### config.mk
export PLATFORM = sky130hd
export DESIGN_NAME = sseg_display_arbiter_flat
export DESIGN_NICKNAME = d
export VERILOG_FILES = /design/src/rtl/sseg_display_arbiter_if.sv /design/src/rtl/sseg_display_arbiter.sv /design/src/flat_wrapper.sv
export SDC_FILE = /design/constraint.sdc
export NUM_CORES = 1
export LEC_CHECK = 0
export BUFFER_PORTS_ARGS = -buffer_cell sky130_fd_sc_hd__buf_2
export CAP_MARGIN = 20
export CELL_PAD_IN_SITES_DETAIL_PLACEMENT = 1
export CELL_PAD_IN_SITES_GLOBAL_PLACEMENT = 1
export CORE_ASPECT_RATIO = 1.25
export CORE_MARGIN = 5
export CORE_UTILIZATION = 40
export DETAILED_ROUTE_END_ITERATION = 7
export PLACE_DENSITY_LB_ADDON = 0.2
export SYNTH_ARGS = -nofsm -noshare
export SYNTH_HDL_FRONTEND = slang
export SYNTH_SLANG_ARGS = --single-unit
### constraint.sdc
create_clock -name clk -period 4 [get_ports clk]
set_input_delay 0 -clock clk [delete_from_list [all_inputs] [get_ports clk]]
set_output_delay 0 -clock clk [all_outputs]
set_load 0.02 [all_outputs]
### src/rtl/sseg_display_arbiter_if.sv
// Purpose: bundles the requester-facing request/frame bus and the display drive outputs of the arbiter.
// Latency: none; wiring only.
// Backpressure: none; requests are level-sensitive and ownership is reported on gnt.
interface sseg_display_arbiter_if;
    logic [1:0]  req;
    logic [31:0] frame0;
    logic [31:0] frame1;
    logic [1:0]  gnt;
    logic [3:0]  an;
    logic [7:0]  seg;

    // Requesters / bench side: drive requests and frames, observe grant and display.
    modport master (
        output req, frame0, frame1,
        input  gnt, an, seg
    );

    // Arbiter side.
    modport slave (
        input  req, frame0, frame1,
        output gnt, an, seg
    );
endinterface

### src/rtl/sseg_display_arbiter.sv
// Purpose: round-robin owner of a 4-digit common-anode 7-seg display with minimum hold, blanking gap and digit muxing.
// Latency: req registered, then state/gnt one edge later; an/seg follow the state register by one more edge.
// Backpressure: none; a requester simply waits with req high until gnt shows its bit.
module sseg_display_arbiter #(
    parameter logic [16:0] REFRESH_DIV  = 17'd50_000,
    parameter logic [26:0] MIN_HOLD     = 27'd100_000_000,
    parameter logic [15:0] BLANK_CYCLES = 16'd50_000
) (
    input  logic                   clk,
    input  logic                   rst_n,
    sseg_display_arbiter_if.slave  bus
);

    typedef enum logic [1:0] {
        S_IDLE  = 2'd0,
        S_OWN0  = 2'd1,
        S_OWN1  = 2'd2,
        S_BLANK = 2'd3
    } state_t;

    state_t      r_state;
    state_t      w_state_nxt;
    state_t      w_pick_state;
    logic [1:0]  r_req;
    logic        r_last;
    logic [26:0] r_hold;
    logic [15:0] r_blank;
    logic [16:0] r_refresh;
    logic [1:0]  r_digit;
    logic [1:0]  r_gnt;
    logic [3:0]  r_an;
    logic [7:0]  r_seg;

    logic        w_hold_done;
    logic        w_blank_done;
    logic        w_enter_own;
    logic [31:0] w_frame;
    logic [1:0]  w_gnt_nxt;
    logic [3:0]  w_an_nxt;
    logic [7:0]  w_seg_nxt;

    assign w_hold_done  = (r_hold >= (MIN_HOLD - 27'd1));
    assign w_blank_done = (r_blank >= (BLANK_CYCLES - 16'd1));
    assign w_enter_own  = ((w_state_nxt == S_OWN0) || (w_state_nxt == S_OWN1)) && (w_state_nxt != r_state);

    // Priority rule: favour whoever did not own last, else the previous owner, else stay idle.
    always_comb begin
        w_pick_state = S_IDLE;
        if (r_last) begin
            if (r_req[0])      w_pick_state = S_OWN0;
            else if (r_req[1]) w_pick_state = S_OWN1;
        end else begin
            if (r_req[1])      w_pick_state = S_OWN1;
            else if (r_req[0]) w_pick_state = S_OWN0;
        end
    end

    // Next-state logic: release or preempt into BLANK, re-arbitrate only when the gap ends.
    always_comb begin
        w_state_nxt = r_state;
        case (r_state)
            S_IDLE:  w_state_nxt = w_pick_state;
            S_OWN0:  if (!r_req[0] || (w_hold_done && r_req[1])) w_state_nxt = S_BLANK;
            S_OWN1:  if (!r_req[1] || (w_hold_done && r_req[0])) w_state_nxt = S_BLANK;
            S_BLANK: if (w_blank_done) w_state_nxt = w_pick_state;
            default: w_state_nxt = S_IDLE;
        endcase
    end

    // State register plus the registered copy of the request lines the FSM decides on.
    always_ff @(posedge clk or negedge rst_n) begin
        if (!rst_n) begin
            r_state <= S_IDLE;
            r_req   <= 2'b00;
        end else begin
            r_state <= w_state_nxt;
            r_req   <= bus.req;
        end
    end

    // Ownership bookkeeping: last owner, saturating hold counter, blanking counter.
    always_ff @(posedge clk or negedge rst_n) begin
        if (!rst_n) begin
            r_last  <= 1'b1;
            r_hold  <= 27'd0;
            r_blank <= 16'd0;
        end else begin
            if (w_enter_own) begin
                r_last <= (w_state_nxt == S_OWN1);
                r_hold <= 27'd0;
            end else if (((r_state == S_OWN0) || (r_state == S_OWN1)) && (r_hold != '1)) begin
                r_hold <= r_hold + 27'd1;
            end

            if ((w_state_nxt == S_BLANK) && (r_state != S_BLANK)) begin
                r_blank <= 16'd0;
            end else if ((r_state == S_BLANK) && !w_blank_done) begin
                r_blank <= r_blank + 16'd1;
            end
        end
    end

    // Free-running digit scan, independent of who owns the display.
    always_ff @(posedge clk or negedge rst_n) begin
        if (!rst_n) begin
            r_refresh <= 17'd0;
            r_digit   <= 2'd0;
        end else if (r_refresh >= (REFRESH_DIV - 17'd1)) begin
            r_refresh <= 17'd0;
            r_digit   <= r_digit + 2'd1;
        end else begin
            r_refresh <= r_refresh + 17'd1;
        end
    end

    // Output decode: grant tracks the incoming state, anode/segment drive tracks the current owner.
    always_comb begin
        w_gnt_nxt = 2'b00;
        w_an_nxt  = 4'b1111;
        w_seg_nxt = 8'hFF;
        w_frame   = (r_state == S_OWN1) ? bus.frame1 : bus.frame0;
        if (w_state_nxt == S_OWN0) w_gnt_nxt = 2'b01;
        if (w_state_nxt == S_OWN1) w_gnt_nxt = 2'b10;
        if ((r_state == S_OWN0) || (r_state == S_OWN1)) begin
            w_an_nxt  = ~(4'b0001 << r_digit);
            w_seg_nxt = w_frame[{r_digit, 3'b000} +: 8];
        end
    end

    // Registered display and grant outputs; reset forces them dark/ungranted immediately.
    always_ff @(posedge clk or negedge rst_n) begin
        if (!rst_n) begin
            r_gnt <= 2'b00;
            r_an  <= 4'b1111;
            r_seg <= 8'hFF;
        end else begin
            r_gnt <= w_gnt_nxt;
            r_an  <= w_an_nxt;
            r_seg <= w_seg_nxt;
        end
    end

    assign bus.gnt = r_gnt;
    assign bus.an  = r_an;
    assign bus.seg = r_seg;

endmodule

### src/flat_wrapper.sv
// flat-port wrapper written by rule: the top's interface ports become plain ports
module sseg_display_arbiter_flat 
#(
    parameter logic [16:0] REFRESH_DIV  = 17'd50_000,
    parameter logic [26:0] MIN_HOLD     = 27'd100_000_000,
    parameter logic [15:0] BLANK_CYCLES = 16'd50_000
)
  (clk, rst_n, bus_req, bus_frame0, bus_frame1, bus_gnt, bus_an, bus_seg);
  sseg_display_arbiter_if bus_i ();
  input  logic clk;
  input  logic rst_n;
  input wire logic [$bits(bus_i.req)-1:0] bus_req;
  input wire logic [$bits(bus_i.frame0)-1:0] bus_frame0;
  input wire logic [$bits(bus_i.frame1)-1:0] bus_frame1;
  output wire logic [$bits(bus_i.gnt)-1:0] bus_gnt;
  output wire logic [$bits(bus_i.an)-1:0] bus_an;
  output wire logic [$bits(bus_i.seg)-1:0] bus_seg;
  assign bus_i.req = bus_req;
  assign bus_i.frame0 = bus_frame0;
  assign bus_i.frame1 = bus_frame1;
  assign bus_gnt = bus_i.gnt;
  assign bus_an = bus_i.an;
  assign bus_seg = bus_i.seg;
  sseg_display_arbiter #(.REFRESH_DIV(REFRESH_DIV), .MIN_HOLD(MIN_HOLD), .BLANK_CYCLES(BLANK_CYCLES)) u_core (.clk(clk), .rst_n(rst_n), .bus(bus_i));
endmodule
Yosys cells after proc, flatten, opt, wreduce, memory -nomap -nowiden. Index checks and enable logic that the tools add are counted.

Bits in registers: 81. Input port bits: 68. Logic and storage cells: 64.

Add/sub/neg operators: 4. Order comparisons: 3. Equality and inequality tests: 9. Shifts and indexed selects: 2. Muxes and demuxes: 19. Bitwise gates (word level): 1. Reduce and logical (&&, ||, !) cells: 16.

Operators by type and width (number): $mux 27 (2); $mux 16 (2); $mux 32 (1); $shiftx 32x6->8 (1); $add 27x1->27 const B (1); $ge 27x27->1 const B (1); $ne 27x27->1 const B (1); $add 17x1->17 const B (1); $ge 17x16->1 const B (1); $mux 17 (1); $add 16x1->16 const B (1); $ge 16x16->1 const B (1); $mux 2 (8); $eq 2x2->1 const B (4); $mux 8 (1); $pmux 2 s4 (1); $logic_and 1x1->1 (6); $eq 2x1->1 const B (2); $logic_or 1x1->1 (4); $mux 4 (1); $not 4->4 (1); $reduce_bool 2->1 (2); $shl 1x2->4 const A (1); $logic_not 1->1 (3); 5 further kinds (6).

Depth between registers and ports, before layout. Gate-level depths: netlist of run 1.

Word-level depth: 9. Gate-level depth with buffers: 14. Depth with buffers taken out: 13.

Least setup slack after synthesis of run 1. No wires, ideal clock.

Kind: register -> register. From: register u_core.r_blank[12]. To: register u_core.r_last. Setup time: 0.082 ns. Data arrival time: 2.764 ns. Required time: 3.918 ns. Slack: 1.154 ns. Cell stages (with the launch flop): 10. Buffers on the path: 0. Period minus slack after synthesis: 2.846 ns. Cell sequence: dfrtp_1 -> or4_4 -> nor4_4 -> nor3b_2 -> a41oi_2 -> o21ai_0 -> ha_1 -> inv_1 -> a41oi_4 -> mux2_4.

Word-level cells in the longest chain between the ends: 6. Elaborated cells on any way between the ends: 8. Classes of those cells: order compare: 1; eq/ne: 3; mux: 2; reduce/logical: 2.

Ends and longest elaborated chain: start: declaration (RTL line sseg_display_arbiter.sv:27) `logic [15:0] r_blank;`; start signal: assignment (RTL line sseg_display_arbiter.sv:98) `r_blank <= r_blank + 16'd1;`; $ge 16x16->1 * (RTL line sseg_display_arbiter.sv:43) `assign w_blank_done = (r_blank >= (BLANK_CYCLES - 16'd1));`; $mux 2 * (RTL line sseg_display_arbiter.sv:65) `S_BLANK: if (w_blank_done) w_state_nxt = w_pick_state;`; $pmux 2 s4 * (RTL line sseg_display_arbiter.sv:61) `case (r_state)`; via u_core.w_state_nxt[0] (RTL line sseg_display_arbiter.sv:22) `state_t w_state_nxt;`; $eq 2x1->1 / $eq 2x2->1 (equally long branches) (RTL line sseg_display_arbiter.sv:44, sseg_display_arbiter.sv:89); $logic_or 1x1->1 (RTL line sseg_display_arbiter.sv:44) `assign w_enter_own = ((w_state_nxt == S_OWN0) || (w_state_nxt == S_OWN1)) && (w_state_nxt != r_state);`; $logic_and 1x1->1 (RTL line sseg_display_arbiter.sv:44); end signal: assignment (RTL line sseg_display_arbiter.sv:89) `r_last <= (w_state_nxt == S_OWN1);`; end: declaration (RTL line sseg_display_arbiter.sv:25) `logic r_last;`.

Mark *: on every way through the listed nets, which the timed path passes. The rest lies on a longest branch. A chain may end at the register's enable or synchronous reset.

Final worst setup path of run 1.
From: register u_core.r_blank[12]. To: register u_core.r_blank[14].

Word-level cells in the longest chain between the ends: 6. Elaborated cells on any way between the ends: 11. Classes of those cells: add/sub: 1; order compare: 1; eq/ne: 1; mux: 4; reduce/logical: 4.

Ends and longest elaborated chain: $ge 16x16->1 * (RTL line sseg_display_arbiter.sv:43); $mux 2 * (RTL line sseg_display_arbiter.sv:65); $pmux 2 s4 * (RTL line sseg_display_arbiter.sv:61); via u_core.w_state_nxt[1] (RTL line sseg_display_arbiter.sv:22); $eq 2x2->1 * (RTL line sseg_display_arbiter.sv:95) `if ((w_state_nxt == S_BLANK) && (r_state != S_BLANK)) begin`; $logic_and 1x1->1 * (RTL line sseg_display_arbiter.sv:95); $mux 16 / $reduce_bool 2->1 (equally long branches).

Mark *: on every way through the listed nets, which the timed path passes. The rest lies on a longest branch. The select of a mux whose other input is x is not followed.

==> results of run 1 <==
==> registers in the layout, indices dropped and copies added (netlist names) <==
name	flops
u_core.r_hold	27
u_core.r_refresh	17
u_core.r_blank	16
u_core.bus.seg	8
u_core.bus.an	4
u_core.bus.gnt	2
u_core.r_digit	2
u_core.r_req	2
u_core.r_state	2
u_core.r_last	1
==> cell usage in the layout (no fill, tap or decap), types with 2 or more instances in the layout <==
cell,n
a21oi_1,11
a31oi_1,2
and2_1,2
and3_1,8
and4_1,8
buf_2,80
buf_4,4
clkbuf_1,2
clkbuf_16,9
clkinvlp_4,3
dfrtp_1,68
dfstp_2,13
dlygate4sd3_1,3
ha_1,14
inv_1,12
mux4_2,16
nand2_1,55
nand3_1,24
nand4_1,11
nor2_1,73
nor2b_1,2
nor3_1,5
nor3b_1,2
nor4_1,3
o2111ai_1,3
o211ai_1,2
o21a_1,2
o21ai_0,9
or2_2,3
or4_1,2
xnor2_1,20
xor2_1,32
==> cell type report <==
class,instances,area [um2],share of cell area (%)
clock buffer,12,246,4.58
inverter,13,48.8,0.907
multi-input combinational,334,2330,43.3
clock inverter,4,52.6,0.977
sequential,81,2040,38.0
tap,135,169,3.14
timing repair buffer,88,488,9.07
==> final timing paths <==
kind | slack, ns | end | start | cells after the start
hold / removal | 0.10 | u_core.bus.seg[6] | bus_frame0[6] | 4
hold reg to reg | 0.50 | u_core.r_refresh[0] | u_core.r_refresh[0] | 1
min in group asynchronous | 0.14 | u_core.r_hold[16] | rst_n | 2
setup / recovery | 0.89 | u_core.r_blank[14] | u_core.r_blank[12] | 11
max in group asynchronous | 3.21 | u_core.bus.an[0] | rst_n | 3
setup reg to reg | 0.89 | u_core.r_blank[14] | u_core.r_blank[12] | 11
==> kinds of logic after synthesis <==
| group | Yosys count | share of synthesized area [%] |
|---|---|---|
| and+or+nand+nor | 210 | 22.7 |
| DFF | 81 | 45.4 |
| xor gates and xnor gates | 52 | 10.1 |
| AOI/OAI and AO/OA | 40 | 6.65 |
| buffers and inverters | 26 | 2.75 |
| muxes | 17 | 8.34 |
| adders and majority gates | 14 | 3.89 |
| other | 1 | 0.0833 |
==> synth_stat cells, types with 9 or more instances <==
cell type  count  area share [%]
dfstp_2       13             7.6
xor2_1        32             6.2
nand2_1       55             4.6
mux4_2        16             8.0
xnor2_1       20             3.9
nor2_1        73             6.1
nand4_1       11             1.5
a21oi_1       11             1.2
ha_1          14             3.9
o21ai_0        9             1.0
inv_1         12             1.0
dfrtp_1       68              38
nand3_1       24             2.7
==> power by group <==
group	switching, uW	internal (uW)
logic	748	491
clock network	330	501
registers	130	969
total	1210	1960
==> critical path, cell delays in order, from the launching register on <==
cell and delay, ns:
dfrtp_1 0.41, or4_4 0.57, nor4_4 0.35, o21a_1 0.28
a21oi_1 0.09, o21ai_0 0.40, ha_1 0.22, nor2b_1 0.13
buf_4 0.21, nor2_1 0.08, nor3b_1 0.18, nor2_1 0.06
==> layer usage <==
| layer | part of all wire [%] | wire [um] | GRT usage (%) |
|---|---|---|---|
| met5 | 0 | 0 | 0 |
| met4 | 1.9 | 210 | 7.07 |
| met3 | 2.2 | 243 | 2.46 |
| met2 | 54 | 5880 | 31.2 |
| met1 | 42 | 4500 | 19.9 |
==> what timing repair did <==
action                                  CTS  global route
hold endpoints to repair                 70             0
buffers inserted                          0             0
endpoints found under the setup margin    0             0
hold buffers                              3             0
==> through the flow <==
step	cells	instance area (um2)
after floorplan	441	4500
after global placement	647	5020
after detailed placement	647	5020
after CTS	666	5350
after global routing	667	5380
final	667	5380
==> impl_results.md, run 1 <==
* Status: complete, no violations
* Netlist cell types at 56
* Setup slack after layout at 0.894 ns
* # fillers at 1274
* RSZ-0062 raised after global routing: no
* Pin count of the biggest net entering global routing at 82
* Required time of the critical path at 4.23 ns
* Critical path arrival at 3.33 ns
* DIE AREA at 13500 um2
* Chip Height at 129 um
* Final setup viols at 0
* Via Count at 3477
* Final Power at 3170 uW
* First-pass GRT wire length at 18700 um
* Ant diodes at 0
* GR Overflow Total at 0
* Post-synthesis sequential area ratio at 45.4%
* PostCTS Resize Cnt at 0
* Seq cells post-synth at 81
* CTS Buffer Depth at 2
* All-Layer GR Usage at 17.1%
* Clock Skew at 0.00657 ns
* Worst skew pair latency at 0.34 ns
* Syn Inst Count at 441
* Least-Margin Pin Slew at 0.796 ns
* Pre-CTS setup slack at 0.857 ns
* TritonCTS clock tree: done
* Static Leak at 0.00241 uW
* Fmax at 322 MHz
* Remaining DRCs at 0
* Max_slew headroom at 46.9%
* Reg clk slew, reported paths at 0.06 ns
* HP Class: in2reg
* H-tree depth at 3
* Area grow syn2layout at 19.6%
* DP HPWL at 7950 um
* Post-Route WL at 10800 um
* Drt pass-1 iters at 4
* Syn Area/Cell at 10.2 um2
* Critical path class: reg2reg
* Post-Route Utilization at 48.5%
* Die width at 105 um
* Post-synth EDFFs at 0
* Critical path capture point type: flop
* Root buf cell: clkbuf_16
* Setup tns final at 0 ns
* Fin crit share at 77.7%
* Core Footprint at 11100 um2
* Max-cap viol count at 0
* Rows at 43
* Syn nets at 523
* Synth Cell Area at 4500 um2
* Initial antenna violation count at 0
* TritonCTS Buffers at 9
* P per Cell Area at 589 nW/um2
* Nets at 609
* Hold Vio Cnt, Final at 0
* Synth Flop Type: dfrtp_1
* IO Pins at 82
* Buffers on Ports at 81
* Hold slack at 0.101 ns
* Max IR drop VDD at 0.443 mV
* Minimum clock period at 3.11 ns
* RD Place Congestion at 0.774
* Crit start category: flop
* Drt wl/cell at 16.2 um
* Vias per inst at 5.21
* Crit-path max FO at 15
* Share of cells above drive strength 1 at 27.3%
* Asr flop ratio synth at 100%
* Vias in the first global route at 3822
* ANT nets after route at 0
* Initial drt markers at 68
* Initial Utilization at 40.6%
* Slew Viols, Final at 0
* Ys Warns at 0
* Sink Count at 81
No activity file was read; power rests on OpenSTA's default activity.
==> inputs of run 2 (changes only) <==
- clock period: 4 -> 3.26 ns (I/O delays scaled with it)
==> impl_results.md, run 2 (same netlist as run 1, synthesis figures left out) <==
* Status: complete, no violations (unchanged)
* Worst skew pair latency at 0.35 ns (was 0.34 ns)
* Area grow syn2layout at 19.8% (was 19.6%)
* Commonest cells after routing, fill and taps aside: 80 x buf_2, 73 x nor2_1, 68 x dfrtp_1, 55 x nand2_1, 32 x xor2_1 (unchanged)
* First-pass GRT wire length at 19100 um (was 18700 um)
* GR Overflow Total at 0 (unchanged)
* HP Class: in2reg (unchanged)
* Max_slew headroom at 46.9% (about the same)
* Critical path capture point type: flop (unchanged)
* Pin count of the biggest net entering global routing at 82 (unchanged)
* ANT nets after route at 0 (unchanged)
* Setup tns final at 0 ns (unchanged)
* Minimum clock period at 3.02 ns (was 3.11 ns)
* Final std cells w/o fill at 669 (was 667)
* Max IR drop VDD at 0.378 mV (was 0.443 mV)
* CTS Buffer Depth at 2 (unchanged)
* Max-cap viol count at 0 (unchanged)
* H-tree depth at 3 (unchanged)
* Initial Utilization at 40.6% (unchanged)
* Static Leak at 0.00242 uW (was 0.00241 uW)
* Initial drt markers at 86 (was 68)
* Vias per inst at 5.25 (was 5.21)
* All-Layer GR Usage at 17.6% (was 17.1%)
* Buffers on Ports at 81 (unchanged)
* Fmax at 331 MHz (was 322 MHz)
* Least-Margin Pin Slew at 0.796 ns (about the same)
* Critical path arrival at 3.25 ns (was 3.33 ns)
* Crit-path max FO at 27 (was 15)
* Required time of the critical path at 3.49 ns (was 4.23 ns)
* Via Count at 3515 (was 3477)
* P per Cell Area at 726 nW/um2 (was 589 nW/um2)
* Critical path class: reg2reg (unchanged)
* Slew Viols, Final at 0 (unchanged)
* DP HPWL at 8220 um (was 7950 um)
* Pre-CTS setup slack at 0.138 ns (was 0.857 ns)
* Ant diodes at 0 (unchanged)
* Core Footprint at 11100 um2 (unchanged)
* Post-Route WL at 11300 um (was 10800 um)
* Initial antenna violation count at 0 (unchanged)
* Sink Count at 81 (unchanged)
* DIE AREA at 13500 um2 (unchanged)
* Final setup viols at 0 (unchanged)
* Crit start category: flop (unchanged)
* TritonCTS Buffers at 9 (unchanged)
* Dpl cells at 649 (was 647)
* R2R Setup Slk at 0.24 ns (was 0.89 ns)
* Share of cells above drive strength 1 at 27.9% (was 27.3%)
* Largest register FFs at 27 (unchanged)
* Drt pass-1 iters at 4 (unchanged)
* Rows at 43 (unchanged)
* Commonest non-fill, non-tap cell in the layout: buf_2 (unchanged)
* IO Pins at 82 (unchanged)
* Hold Vio Cnt, Final at 0 (unchanged)
* Fin crit share at 92.6% (was 77.7%)
* TritonCTS clock tree: done (unchanged)
* Vias in the first global route at 3961 (was 3822)
* Die width at 105 um (unchanged)
* Root buf cell: clkbuf_16 (unchanged)
* RD Place Congestion at 0.794 (was 0.774)
* Remaining DRCs at 0 (unchanged)
* Nets at 611 (was 609)
* Clock Skew at 0.0102 ns (was 0.00657 ns)
* Setup slack after layout at 0.240 ns (was 0.894 ns)
* Reg with most FFs: u_core.r_hold (unchanged)
* Chip Height at 129 um (unchanged)
* Top Registers: u_core.r_hold x27, u_core.r_refresh x17, u_core.r_blank x16 (unchanged)
* RSZ-0062 raised after global routing: no (unchanged)
* Reg clk slew, reported paths at 0.06 ns (about the same)
* Drt wl/cell at 16.8 um (was 16.2 um)
run 2: repair_timing:
item                                    4_1_cts  5_1_grt
endpoints found under the hold margin        70        0
buffers inserted                              0        0
endpoints found under the setup margin        0       27
gates resized for setup                       0        1
hold buffers                                  3        0
run 2: path summary, 6_finish.rpt:
path / depth (start not counted) / from / to
max: 10 / u_core.r_blank[12] / u_core.r_hold[21]
min: 4 / bus_frame0[25] / u_core.bus.seg[1]
max reg2reg: 10 / u_core.r_blank[12] / u_core.r_hold[21]
min reg2reg: 1 / u_core.r_refresh[0] / u_core.r_refresh[0]
max in group asynchronous: 3 / rst_n / u_core.bus.an[0]
min in group asynchronous: 2 / rst_n / u_core.r_hold[13]
run 2: critical path, stage by stage, from the launching register on:
cell and delay, ns:
dfrtp_1 0.42, or4_4 0.58, nor4_4 0.36, nor3b_2 0.12
a41oi_2 0.25, o21ai_0 0.23, ha_1 0.34, inv_1 0.06
a41oi_4 0.20, buf_6 0.26, nor2_1 0.08
run 2: layout make-up:
| class | instances | area, um2 |
|---|---|---|
| Fill cell | 1275 | 5690 |
| Tap cell | 135 | 169 |
| Timing Repair Buffer | 90 | 507 |
| Multi-Input combinational cell | 334 | 2330 |
| Clock buffer | 10 | 239 |
| Clock inverter | 6 | 50.0 |
| Inverter | 13 | 48.8 |
| Sequential cell | 81 | 2040 |
run 2: power breakdown:
| part | switching, uW | internal (uW) | leakage (uW) |
|---|---|---|---|
| registers | 157 | 1190 | 0.00106 |
| logic | 943 | 640 | 0.00122 |
| clock network | 438 | 546 | 0.000136 |
run 2: layer usage:
layer | wire (um) | share of wire, % | global-route usage (%) | vias up
met5 | 0 | 0 | 0 | -
met4 | 263 | 2.3 | 8.65 | 0
met3 | 260 | 2.3 | 2.76 | 18
met2 | 6200 | 55 | 32.2 | 37
met1 | 4540 | 40 | 19.9 | 1755
li1 | - | - | - | 1705
run 2: through the flow:
stage / total power [uW] / utilization [%] / hold slack [ns] / area (um2)
2_1_floorplan: 2530 / - / -0.296 / 4500
3_3_place_gp: 2900 / 45.5 / 0.111 / 5040
3_5_place_dp: 2960 / 45.5 / 0.113 / 5040
4_1_cts: 3970 / 48.3 / 0.0822 / 5360
5_1_grt: 4210 / 48.6 / 0.103 / 5390
6_report: 3910 / 48.6 / 0.0916 / 5390
